==> src/rtl/lbus_access_seq.sv <==
// Local-bus access sequencer: turns one master request into a held slave access and returns Ack or Err.
// Latency: strobe 1 edge after request; Ack no earlier than MIN_HOLD edges; Err after TIMEOUT edges.
// Backpressure: one access at a time; a held Stb_i after completion is not re-accepted until Stb_i or Cyc_i drops.
//
// Ports:
//   CLK_32, RESET            clock, asynchronous active-high reset
//   Cyc_i, Stb_i, We_i       master cycle / strobe / write enable
//   Adr_i, Dat_i             master address / write data (sampled only when the access is accepted)
//   Dat_o, Ack_o, Err_o      read data, completion pulse, timeout pulse back to the master
//   Adr_slave_i_lbus_reg     held address towards the slave
//   We_slave_i_lbus_reg      held direction towards the slave
//   Dat_slave_io_lbus        held write data towards the slave
//   ack_access_str           one-cycle access strobe
//   ack_access_reg_3         access window level (high for the whole access)
//   Dat_slave_o_lbus         slave read data
//   ack_set_reg              slave acknowledge
//   busy_o                   high whenever the sequencer is not idle
`timescale 1ns/1ps

module lbus_access_seq #(
    parameter int WB_DATA_WIDTH = 16,
    parameter int WB_ADDR_WIDTH = 16,
    parameter int MIN_HOLD      = 4,
    parameter int TIMEOUT       = 64
) (
    input  logic                     CLK_32,
    input  logic                     RESET,
    input  logic                     Cyc_i,
    input  logic                     Stb_i,
    input  logic                     We_i,
    input  logic [WB_ADDR_WIDTH-1:0] Adr_i,
    input  logic [WB_DATA_WIDTH-1:0] Dat_i,
    output logic [WB_DATA_WIDTH-1:0] Dat_o,
    output logic                     Ack_o,
    output logic                     Err_o,
    output logic [WB_ADDR_WIDTH-1:0] Adr_slave_i_lbus_reg,
    output logic                     We_slave_i_lbus_reg,
    output logic [WB_DATA_WIDTH-1:0] Dat_slave_io_lbus,
    output logic                     ack_access_str,
    output logic                     ack_access_reg_3,
    input  logic [WB_DATA_WIDTH-1:0] Dat_slave_o_lbus,
    input  logic                     ack_set_reg,
    output logic                     busy_o
);

    // MIN_HOLD below 2 would let the window close before the half-rate
    // MKO strobes fire; TIMEOUT must fit the 8-bit hold counter.
    if (MIN_HOLD < 2 || TIMEOUT <= MIN_HOLD || TIMEOUT > 255) begin : g_param_check
        $error("lbus_access_seq: MIN_HOLD/TIMEOUT out of range");
    end

    localparam logic [7:0] L_MIN_HOLD = 8'(MIN_HOLD);
    localparam logic [7:0] L_TIMEOUT  = 8'(TIMEOUT);

    typedef enum logic [1:0] {
        S_IDLE    = 2'd0,
        S_STROBE  = 2'd1,
        S_WAIT    = 2'd2,
        S_RELEASE = 2'd3
    } state_t;

    // ------------------------------------------------------------------
    // State and output registers
    // ------------------------------------------------------------------
    state_t                     r_state;
    logic [7:0]                 r_hold_cnt;
    logic                       r_ack_seen;
    logic                       r_cool;
    logic [WB_DATA_WIDTH-1:0]   r_dat_o;
    logic                       r_ack;
    logic                       r_err;
    logic [WB_ADDR_WIDTH-1:0]   r_adr;
    logic                       r_we;
    logic [WB_DATA_WIDTH-1:0]   r_wdat;
    logic                       r_str;
    logic                       r_reg3;
    logic                       r_busy;

    // ------------------------------------------------------------------
    // Next-state values
    // ------------------------------------------------------------------
    state_t                     w_state;
    logic [7:0]                 w_hold_cnt;
    logic                       w_ack_seen;
    logic                       w_cool;
    logic [WB_DATA_WIDTH-1:0]   w_dat_o;
    logic                       w_ack;
    logic                       w_err;
    logic [WB_ADDR_WIDTH-1:0]   w_adr;
    logic                       w_we;
    logic [WB_DATA_WIDTH-1:0]   w_wdat;
    logic                       w_str;
    logic                       w_reg3;
    logic                       w_busy;

    logic [7:0]                 w_hold_inc;
    logic                       w_ack_any;

    // Saturating increment: the counter parks at its maximum instead of
    // wrapping back into the "too early to acknowledge" range.
    assign w_hold_inc = (r_hold_cnt == 8'hFF) ? r_hold_cnt : (r_hold_cnt + 8'd1);

    // An acknowledge that arrived before the hold window expired is kept
    // in r_ack_seen so a pulsed ack_set_reg is not lost.
    assign w_ack_any = ack_set_reg | r_ack_seen;

    always_ff @(posedge CLK_32 or posedge RESET) begin
        if (RESET) begin
            r_state    <= S_IDLE;
            r_hold_cnt <= 8'd0;
            r_ack_seen <= 1'b0;
            r_cool     <= 1'b0;
            r_dat_o    <= '0;
            r_ack      <= 1'b0;
            r_err      <= 1'b0;
            r_adr      <= '0;
            r_we       <= 1'b0;
            r_wdat     <= '0;
            r_str      <= 1'b0;
            r_reg3     <= 1'b0;
            r_busy     <= 1'b0;
        end else begin
            r_state    <= w_state;
            r_hold_cnt <= w_hold_cnt;
            r_ack_seen <= w_ack_seen;
            r_cool     <= w_cool;
            r_dat_o    <= w_dat_o;
            r_ack      <= w_ack;
            r_err      <= w_err;
            r_adr      <= w_adr;
            r_we       <= w_we;
            r_wdat     <= w_wdat;
            r_str      <= w_str;
            r_reg3     <= w_reg3;
            r_busy     <= w_busy;
        end
    end

    always_comb begin
        w_state    = r_state;
        w_hold_cnt = r_hold_cnt;
        w_ack_seen = r_ack_seen;
        w_cool     = 1'b0;
        w_dat_o    = r_dat_o;
        w_ack      = 1'b0;
        w_err      = 1'b0;
        w_str      = 1'b0;
        w_reg3     = r_reg3;
        w_adr      = r_adr;
        w_we       = r_we;
        w_wdat     = r_wdat;

        case (r_state)
            S_IDLE: begin
                // r_cool blocks acceptance for one edge after an abort so
                // ack_access_reg_3 is always low for at least two edges and
                // the slave has time to drop a stale ack_set_reg.
                if (!r_cool && Cyc_i && Stb_i) begin
                    w_adr      = Adr_i;
                    w_we       = We_i;
                    w_wdat     = Dat_i;
                    w_str      = 1'b1;
                    w_reg3     = 1'b1;
                    w_hold_cnt = 8'd1;
                    w_ack_seen = 1'b0;
                    w_state    = S_STROBE;
                end
            end

            S_STROBE: begin
                // Fixed single cycle: the slave registers its response on
                // this edge, so neither Cyc_i nor ack_set_reg is looked at.
                w_hold_cnt = w_hold_inc;
                w_state    = S_WAIT;
            end

            S_WAIT: begin
                if (!Cyc_i) begin
                    w_reg3  = 1'b0;
                    w_cool  = 1'b1;
                    w_state = S_IDLE;
                end else if (w_ack_any && (r_hold_cnt >= L_MIN_HOLD)) begin
                    w_reg3  = 1'b0;
                    w_ack   = 1'b1;
                    if (!r_we) begin
                        w_dat_o = Dat_slave_o_lbus;
                    end
                    w_state = S_RELEASE;
                end else if (r_hold_cnt == L_TIMEOUT) begin
                    w_reg3  = 1'b0;
                    w_err   = 1'b1;
                    w_dat_o = '1;
                    w_state = S_RELEASE;
                end else begin
                    w_hold_cnt = w_hold_inc;
                    w_ack_seen = w_ack_any;
                end
            end

            S_RELEASE: begin
                // Wait for the master to end the transfer so a held strobe
                // is not taken as a second request.
                if (!Stb_i || !Cyc_i) begin
                    w_state = S_IDLE;
                end
            end

            default: begin
                w_state = S_IDLE;
            end
        endcase

        w_busy = (w_state != S_IDLE);
    end

    assign Dat_o                = r_dat_o;
    assign Ack_o                = r_ack;
    assign Err_o                = r_err;
    assign Adr_slave_i_lbus_reg = r_adr;
    assign We_slave_i_lbus_reg  = r_we;
    assign Dat_slave_io_lbus    = r_wdat;
    assign ack_access_str       = r_str;
    assign ack_access_reg_3     = r_reg3;
    assign busy_o               = r_busy;

endmodule

==> config.mk <==
export PLATFORM = sky130hd
export DESIGN_NAME = lbus_access_seq
export DESIGN_NICKNAME = d
export VERILOG_FILES = /design/src/rtl/lbus_access_seq.sv
export SDC_FILE = /design/constraint.sdc
export NUM_CORES = 1
export LEC_CHECK = 0
export ABC_AREA = 0
export CAP_MARGIN = 30
export CORE_MARGIN = 5
export CORE_UTILIZATION = 44
export DETAILED_ROUTE_END_ITERATION = 6
export PLACE_DENSITY_LB_ADDON = 0.25
export SLEW_MARGIN = 20
export SYNTH_ARGS = -nofsm -noshare
export SYNTH_HDL_FRONTEND = slang
export SYNTH_SLANG_ARGS = --single-unit
==> constraint.sdc <==
create_clock -name CLK_32 -period 2.8 [get_ports CLK_32]
set_input_delay 0.42 -clock CLK_32 [delete_from_list [all_inputs] [get_ports CLK_32]]
set_output_delay 0.42 -clock CLK_32 [all_outputs]
set_load 0.02 [all_outputs]
==> After elaboration in Yosys (flattened, before gate mapping) <==
Index checks and enable logic that the tools add are counted.
{ "totals": {"regBits": 66, "latchBits": 0, "ram_bits": 0, "romBits": 0, "inputBits": 54, "wordCells": 80, "memories": 0} }
{ "classes": {"add_sub_neg": 1, "n_mul": 0, "n_div": 0, "n_lt_le_gt_ge": 1, "eq_ne": 11, "n_shift": 0, "mux": 36, "n_bitwise": 1, "reduce_logical": 17} }
{ "ops": {"columns": ["operator", "count"], "rows": [
  ["two-way mux 16 bit", 3],
  ["two-way mux 8 bit", 5],
  ["one-hot mux 8 bit (3 select lines)", 1],
  ["two-way mux 1 bit", 19],
  ["two-way mux 2 bit", 5],
  ["!= test 2 bit, second input constant", 5],
  ["AND reduction 5 bit", 2],
  ["adder 8 x 1 -> 8 bit, second input constant", 1],
  ["equality test 8 x 7 -> 1 bit, second input constant", 1],
  ["equality test 8 bit, second input constant", 1],
  [">= comparator 8 x 3 -> 1 bit, second input constant", 1],
  ["one-hot mux 2 bit (4 select lines)", 1],
  ["nonzero test 2 bit", 3],
  ["equality test 2 bit, second input constant", 2],
  ["!= test 4 bit, second input constant", 1],
  ["one-hot mux 1 bit (2 select lines)", 2],
  ["AND reduction 4 bit", 1],
  ["logical AND 1 bit", 3],
  ["logical NOT 1 bit", 3],
  ["AND reduction 3 bit", 1],
  ["nonzero test 3 bit", 1],
  ["equality test 2 x 1 -> 1 bit, second input constant", 1],
  ["logical NOT 2 bit", 1],
  ["AND reduction 2 bit", 1],
  ["2 further kinds", 2]
]} }

==> Depth between registers and ports, before layout <==
Gate-level depths: netlist of run 1.
{ "logic_depth": {"depth_word": 6, "ltp_mapped": 9} }

==> Worst setup path before layout of run 1 <==
No wires, ideal clock.
{ "synth_path": {"kind": "register to register", "start": "reg r_hold_cnt[5]", "end": "reg r_hold_cnt[4]", "setup_ps": 92, "arrival_time_ps": 1843, "required_time_ps": 2708, "setup_slack_ps": 865, "stages_incl_launch_ff": 7, "n_path_buf": 1, "cell_sequence": "dfrtp_1 > or4_4 > nor3_4 > o311ai_2 > or2_1 > buf_6 > o31ai_2"} }
{ "synth_between": {"elab_chain_cells": 6} }
{ "synth_lines": {"columns": ["element", "line", "source"], "rows": [
  ["start: declaration", "66", "logic [7:0] r_hold_cnt;"],
  ["start signal: assignment", "124", "r_hold_cnt <= w_hold_cnt;"],
  ["parallel branches: the longest is 6 deep, another holds >= comparator 8 x 3 -> 1 bit", null, null]
]} }
Several ways; the timed one is not identified. The select of a mux whose other input is x is not followed.
A chain may end at the register's enable or synchronous reset.

==> Worst setup path in the final report of run 1 <==
{ "layout_path": {"start": "reg r_hold_cnt[5]", "end": "reg r_hold_cnt[2]"} }
The elaborated chain is that of the path after synthesis.

==> impl_metrics.tcl, run 1 <==
set metrics [dict create \
    max_freq_ghz 0.437 \
    rsz0062_at_grt "false" \
    start_kind "flip-flop" \
    viasPerCell 4.87 \
    path_class "reg2reg" \
    synth_nets 375 \
    grtUsageMet2_pct 30.1 \
    peakVddDrop_mv 0.649 \
    status "complete, no violations" \
    max_cap_violations 0 \
    p_leak_nw 1.95 \
    postCtsHoldBufs 0 \
    routedWlPerCell_um 14.0 \
    synth_xor_area_share_pct 0 \
    fin_ws_ps 513 \
    synth_top_family_by_area "simple AND/OR/NAND/NOR gates" \
    clock_skew_ps 13.5 \
    ant_nets 0 \
    maxSlewViolCount 0 \
    clock_latency_ps 330 \
    hold_viol_final 0 \
    io_pins 108 \
    port_buffers 107 \
    fp.dieH_um 90.5 \
    dr.pass1.iters 4 \
    cp_num_buf_inv 0 \
    antenna_found_initial 0 \
    globalRouteOverflowTotal 0 \
    syn-mean-instance-area_sq_um 9.06 \
    layout_min_cycle_time_ps 2290 \
    max_stage_delay_ps 580 \
    cts.reportedPaths.clkPinSlew_ps 70 \
    finalCritPeriodShare_pct 81.7 \
    yosysWarnings 0 \
    start_util_pct 45.2 \
    diodes 0 \
    ys_ff_latch 66 \
    routed_wl_um 7100 \
    vias 2470 \
    gp_congestion 0.801 \
    clock_path_buffers 2 \
    postCtsSetupRepairBufs 0 \
    grt_pass1_vias 2388 \
    post-place-ws_ps 548 \
    drc 0 \
    crit_family "simple AND/OR/NAND/NOR gates" \
    slowest_stage "or4_4" \
    cts_sinks 66 \
    p_per_area_mw_per_mm2 1010 \
    cts_resized 0 \
    synth.area.mux_share_pct 0 \
    synth_area_sq_mm 0.00285 \
    finalPower_w 0.00426 \
    hold-worst-slack_ps 451 \
    cp.arrival_ps 2500 \
    std_cell_rows 29 \
    htreeDepth 3 \
    die_area_sq_mm 0.00819 \
    seq_area_frac_synth_pct 57.9 \
    cts-buffers-inserted 9 \
    die_w_um 90.5 \
    nets 485 \
    dr.first_iter.drc_count 149 \
    fin_setup_tns_ps 0 \
    synth-compound-area-share_pct 11.1 \
    gr-usage-met1_pct 22.2 \
    synth-simple-area-share_pct 24.5 \
    endpoint_kind "flip-flop" \
    dp_hpwl_um 5260 \
    grt_pass1_wl_um 11900 \
    path_cells "or4_4 > o31a_1 > o311ai_2 > or2_1 > o21ai_1" \
    synth_cells 315 \
    synthAdderAreaFrac_pct 2.63 \
    cts_root_buffer "clkbuf_8" \
    area.growth.synth_to_final_pct 47.5 \
    grt_use_met3_pct 5.33 \
    crit_required_ps 3010 \
    cts_tree "built" \
    grt_max_degree 34 \
    setup_viol_count_final 0 \
    critPathMaxFanout 6 \
    core-area_sq_mm 0.00631 \
    dp.cells 491 \
    synth.distinct_cells 32 \
    top_usage_layer "met2" \
    hold_class "in2async" \
    drive_gt1_share_pct 7.91 \
    worst_slew_pin_slew_ps 549 \
    relSlewSlack_pct 63.1 \
    track_usage_pct 17.9 \
    final_cells 507 \
    n_fill_cell 527 \
]
path summary, 6_finish.rpt:
check	startpoint	endpoint	slack, ps	cells past startpoint
max in group asynchronous	RESET	Dat_o[15]	1630	3
worst max register to register	r_hold_cnt[5]	r_hold_cnt[2]	510	5
worst min register to register	Dat_slave_io_lbus[12]	Dat_slave_io_lbus[12]	470	2
worst min-delay path	RESET	Adr_slave_i_lbus_reg[9]	450	2
worst max-delay path	r_hold_cnt[5]	r_hold_cnt[2]	510	5
min in group CLK_32	Dat_slave_io_lbus[12]	Dat_slave_io_lbus[12]	470	2
cell families (layout without fill, tap and decap cells):
| logic type | Yosys count | in the layout |
|---|---|---|
| compound gates | 49 | 49 |
| simple gates | 167 | 167 |
| buf+inv | 27 | 142 |
| fa+ha+maj | 6 | 6 |
| flops | 66 | 66 |
Yosys cell counts:
cell type,count,area share (%)
nor4_4,1,0.75
o31ai_1,1,0.26
nor2_1,23,3.0
buf_1,3,0.39
and3_1,1,0.22
buf_6,1,0.39
o22a_1,1,0.31
a21oi_1,5,0.88
nor2b_1,1,0.22
ha_1,6,2.6
clkbuf_1,9,1.2
nand2_1,125,16
o21ai_0,13,2.3
a41oi_1,1,0.31
o21ai_1,16,2.8
o311ai_2,1,0.57
o31ai_2,5,2.2
buf_2,2,0.35
nor3_1,3,0.53
nor4_1,1,0.22
or2_1,1,0.22
and4_1,2,0.61
dfrtp_1,66,58
inv_1,11,1.4
nand3_1,6,1.1
a31oi_1,4,0.88
or4_4,1,0.39
o31a_1,1,0.31
inv_2,1,0.13
o221ai_1,1,0.31
nor3_4,1,0.57
nand4_1,1,0.22
per-layer routing:
layer  up-vias  part of all wire [%]
li1       1242                     -
met4         0                   1.1
met3         6                   4.0
met2        56                    52
met1      1166                    43
met5         -                     0
through the flow:
stage | util [%] | instance area (sq um)
floorplan | - | 2850
global placement | 63.6 | 4010
detailed placement | 63.6 | 4010
CTS | 66.6 | 4210
global route | 66.6 | 4210
finish | 66.6 | 4210
where the power goes:
| group | switching (W) | internal [W] |
|---|---|---|
| clock network | 0.000348 | 0.000433 |
| registers | 0.000220 | 0.00131 |
| logic | 0.00106 | 0.000885 |
| total | 0.00163 | 0.00263 |
cells in the final DEF (no fill, tap or decap), types with 6 or more instances in the layout:
cell | Yosys | layout
nand2_1 | 125 | 125
clkdlybuf4s50_1 | 0 | 107
dfrtp_1 | 66 | 66
nor2_1 | 23 | 23
o21ai_1 | 16 | 16
o21ai_0 | 13 | 13
inv_1 | 11 | 10
clkbuf_8 | 0 | 10
buf_4 | 0 | 7
nand3_1 | 6 | 6
ha_1 | 6 | 6
cell type report:
type / instances / area (sq um) / area share, %
clock buffers: 11 / 141 / 3.36
multi-input cells: 222 / 1100 / 26.0
repair buffers: 114 / 1120 / 26.7
well taps: 77 / 96.3 / 2.29
clock inverters: 5 / 53.8 / 1.28
flip-flops and latches: 66 / 1650 / 39.3
inverters: 12 / 45.0 / 1.07
(Power assumes the default switching activity.)
==> inputs of run 2 (changes only) <==
--- a/config.mk
+++ b/config.mk
@@ -8,7 +8,7 @@
 export ABC_AREA = 0
 export CAP_MARGIN = 30
 export CORE_MARGIN = 5
-export CORE_UTILIZATION = 44
+export CORE_UTILIZATION = 40
 export DETAILED_ROUTE_END_ITERATION = 6
 export PLACE_DENSITY_LB_ADDON = 0.25
 export SLEW_MARGIN = 20
==> constraint.sdc (replaced) <==
create_clock -name CLK_32 -period 2 [get_ports CLK_32]
set_input_delay 0.3 -clock CLK_32 [delete_from_list [all_inputs] [get_ports CLK_32]]
set_output_delay 0.3 -clock CLK_32 [all_outputs]
set_load 0.02 [all_outputs]
==> impl_metrics.tcl, run 2 (same netlist as run 1, synthesis figures left out) <==
set metrics [dict create \
    htreeDepth 3 \
    rsz0062_at_grt "true" \
    fp.dieH_um 94.5 \
    routedWlPerCell_um 13.7 \
    diodes 0 \
    cts.reportedPaths.clkPinSlew_ps 80 \
    p_leak_nw 2.08 \
    grt_pass1_wl_um 11700 \
    start_kind "flip-flop" \
    cp.arrival_ps 2220 \
    max_cap_violations 0 \
    layout_commonest_cell "nand2_1" \
    r2r_cells 5 \
    pwr-share-comb_pct 44.8 \
    status "complete, but fails checks" \
    r2r_end "r_hold_cnt[6]" \
    cts-buffers-inserted 9 \
    path_cells "or4_4 > o31a_1 > o311ai_4 > or2_4 > o31ai_2" \
    dr.first_iter.drc_count 121 \
    worst_slew_pin_slew_ps 604 \
    p_seq_share_pct 32.6 \
    drc 0 \
    crit_start "r_hold_cnt[7]" \
    p_per_area_mw_per_mm2 1460 \
    multi_input_area_sq_mm 0.00112 \
    globalRouteOverflowTotal 0 \
    ant_nets 0 \
    ff_latch_area_sq_mm 0.00165 \
    drive_gt1_share_pct 11.7 \
    cts_root_buffer "clkbuf_8" \
    reg2reg_from "r_hold_cnt[7]" \
    path_class "reg2reg" \
    nets 500 \
    fin_ws_ps -6.66 \
    max_freq_ghz 0.498 \
    clock_skew_ps 9.87 \
    postPlaceCellArea_sq_mm 0.00418 \
    io_pins 108 \
    critPathMaxFanout 6 \
    relSlewSlack_pct 59.4 \
    postCtsHoldBufs 0 \
    layout_min_cycle_time_ps 2010 \
    clkPwrFrac_pct 22.6 \
    crit_required_ps 2220 \
    gp_congestion 0.758 \
    core-area_sq_mm 0.00687 \
    setup_viol_count_final 3 \
    dp_hpwl_um 5280 \
    crit_end "r_hold_cnt[6]" \
    peakVddDrop_mv 0.773 \
    max_stage_delay_ps 560 \
    grt_pass1_vias 2516 \
    p_switching_w 0.00239 \
    hold_viol_final 0 \
    hold_class "in2async" \
    cts_sinks 66 \
    clock_latency_ps 350 \
    design_area_sq_mm 0.00449 \
    finalCritPeriodShare_pct 100 \
    final_cells 541 \
    slowest_stage "or4_4" \
    violations "negative setup slack" \
    port_buffers 107 \
    sw_frac_of_total_pct 36.5 \
    die_w_um 94.5 \
    r2r_setup_slack_ps -7 \
    grt_max_degree 67 \
    dp.cells 522 \
    p_int_w 0.00416 \
    clock_path_buffers 2 \
    finalPower_w 0.00655 \
    viasPerCell 4.73 \
    cts_tree "built" \
    dr.pass1.iters 4 \
    area.growth.synth_to_final_pct 57.5 \
    endpoint_kind "flip-flop" \
    routed_wl_um 7420 \
    die_area_sq_mm 0.00892 \
    maxSlewViolCount 0 \
    final_cell_mix "nand2_1 (125), clkdlybuf4s50_1 (107), dfrtp_1 (66)" \
    start_util_pct 41.5 \
    n_fill_cell 568 \
    antenna_found_initial 0 \
    track_usage_pct 16.9 \
    vias 2560 \
    post-place-ws_ps -37.9 \
    std_cell_rows 30 \
]
## run 2: cell count changes in the layout (fill, tap and decap cells not counted), sizes merged
cell / previous run / this run
buf: 7 / 22
bufinv: 1 / 4
clkinv: 4 / 1
clkbuf: 11 / 10
inv: 12 / 13
## run 2: how the worst min path moves through the flow
stage | from | endpoint | slack, ps | depth (start not counted)
6_report | RESET | Dat_o[5] | 350 | 3
5_1_grt | RESET | Dat_o[5] | 380 | 3
4_1_cts | RESET | Dat_o[5] | 360 | 3
3_5_place_dp | Dat_slave_io_lbus[15] | Dat_slave_io_lbus[15] | 460 | 2
3_3_place_gp | Adr_slave_i_lbus_reg[3] | Adr_slave_i_lbus_reg[3] | 460 | 2
2_1_floorplan | Adr_i[0] | Adr_slave_i_lbus_reg[0] | 410 | 2
## run 2: area by class of cell
cell class              instances  area share (%)
well taps                      96            2.67
inverters                      12            1.00
clock buffers                  10            2.84
flip-flops and latches         66            36.8
multi-input cells             222            24.9
clock inverters                 6            3.06
repair buffers                129            28.8
## run 2: metrics by stage
stage               TNS, ps  hold slack (ps)  util (%)
finish                -9.90              352      65.4
global route           -278              377      65.4
CTS                   -12.6              359      64.7
detailed placement    -91.6              461      60.8
global placement      -7.54              456      60.8
floorplan                 0              405         -
## run 2: power by group through the flow
stage / Combinational [W] / Clock (W) / Sequential [W]
after floorplan: 0.000912 / 0 / 0.00269
after global routing: 0.00317 / 0.00157 / 0.00221
final: 0.00293 / 0.00148 / 0.00213
after detailed placement: 0.00284 / 0 / 0.00216
after global placement: 0.00279 / 0 / 0.00213
after CTS: 0.00287 / 0.00153 / 0.00214
## run 2: timing repair
item / in CTS / in global routing
resized for setup: 1 / 14
setup buffers: 0 / 2
hold endpoints to repair: 0 / 0
gates cloned: 0 / 1
setup endpoints to repair: 6 / 9
pin swaps: 0 / 0
## run 2: critical path, delay by kind of cell (launching register included)
family,cells,cell delay [ps]
AO/OA/AOI/OAI,3,700
flip-flops,1,380
AND/OR/NAND/NOR,2,810
## run 2: routing by layer
layer	wire length, um	global-route usage, %
met1	3040	19.7
met2	3850	29.5
met3	432	5.90
met4	97	4.81
met5	0	0
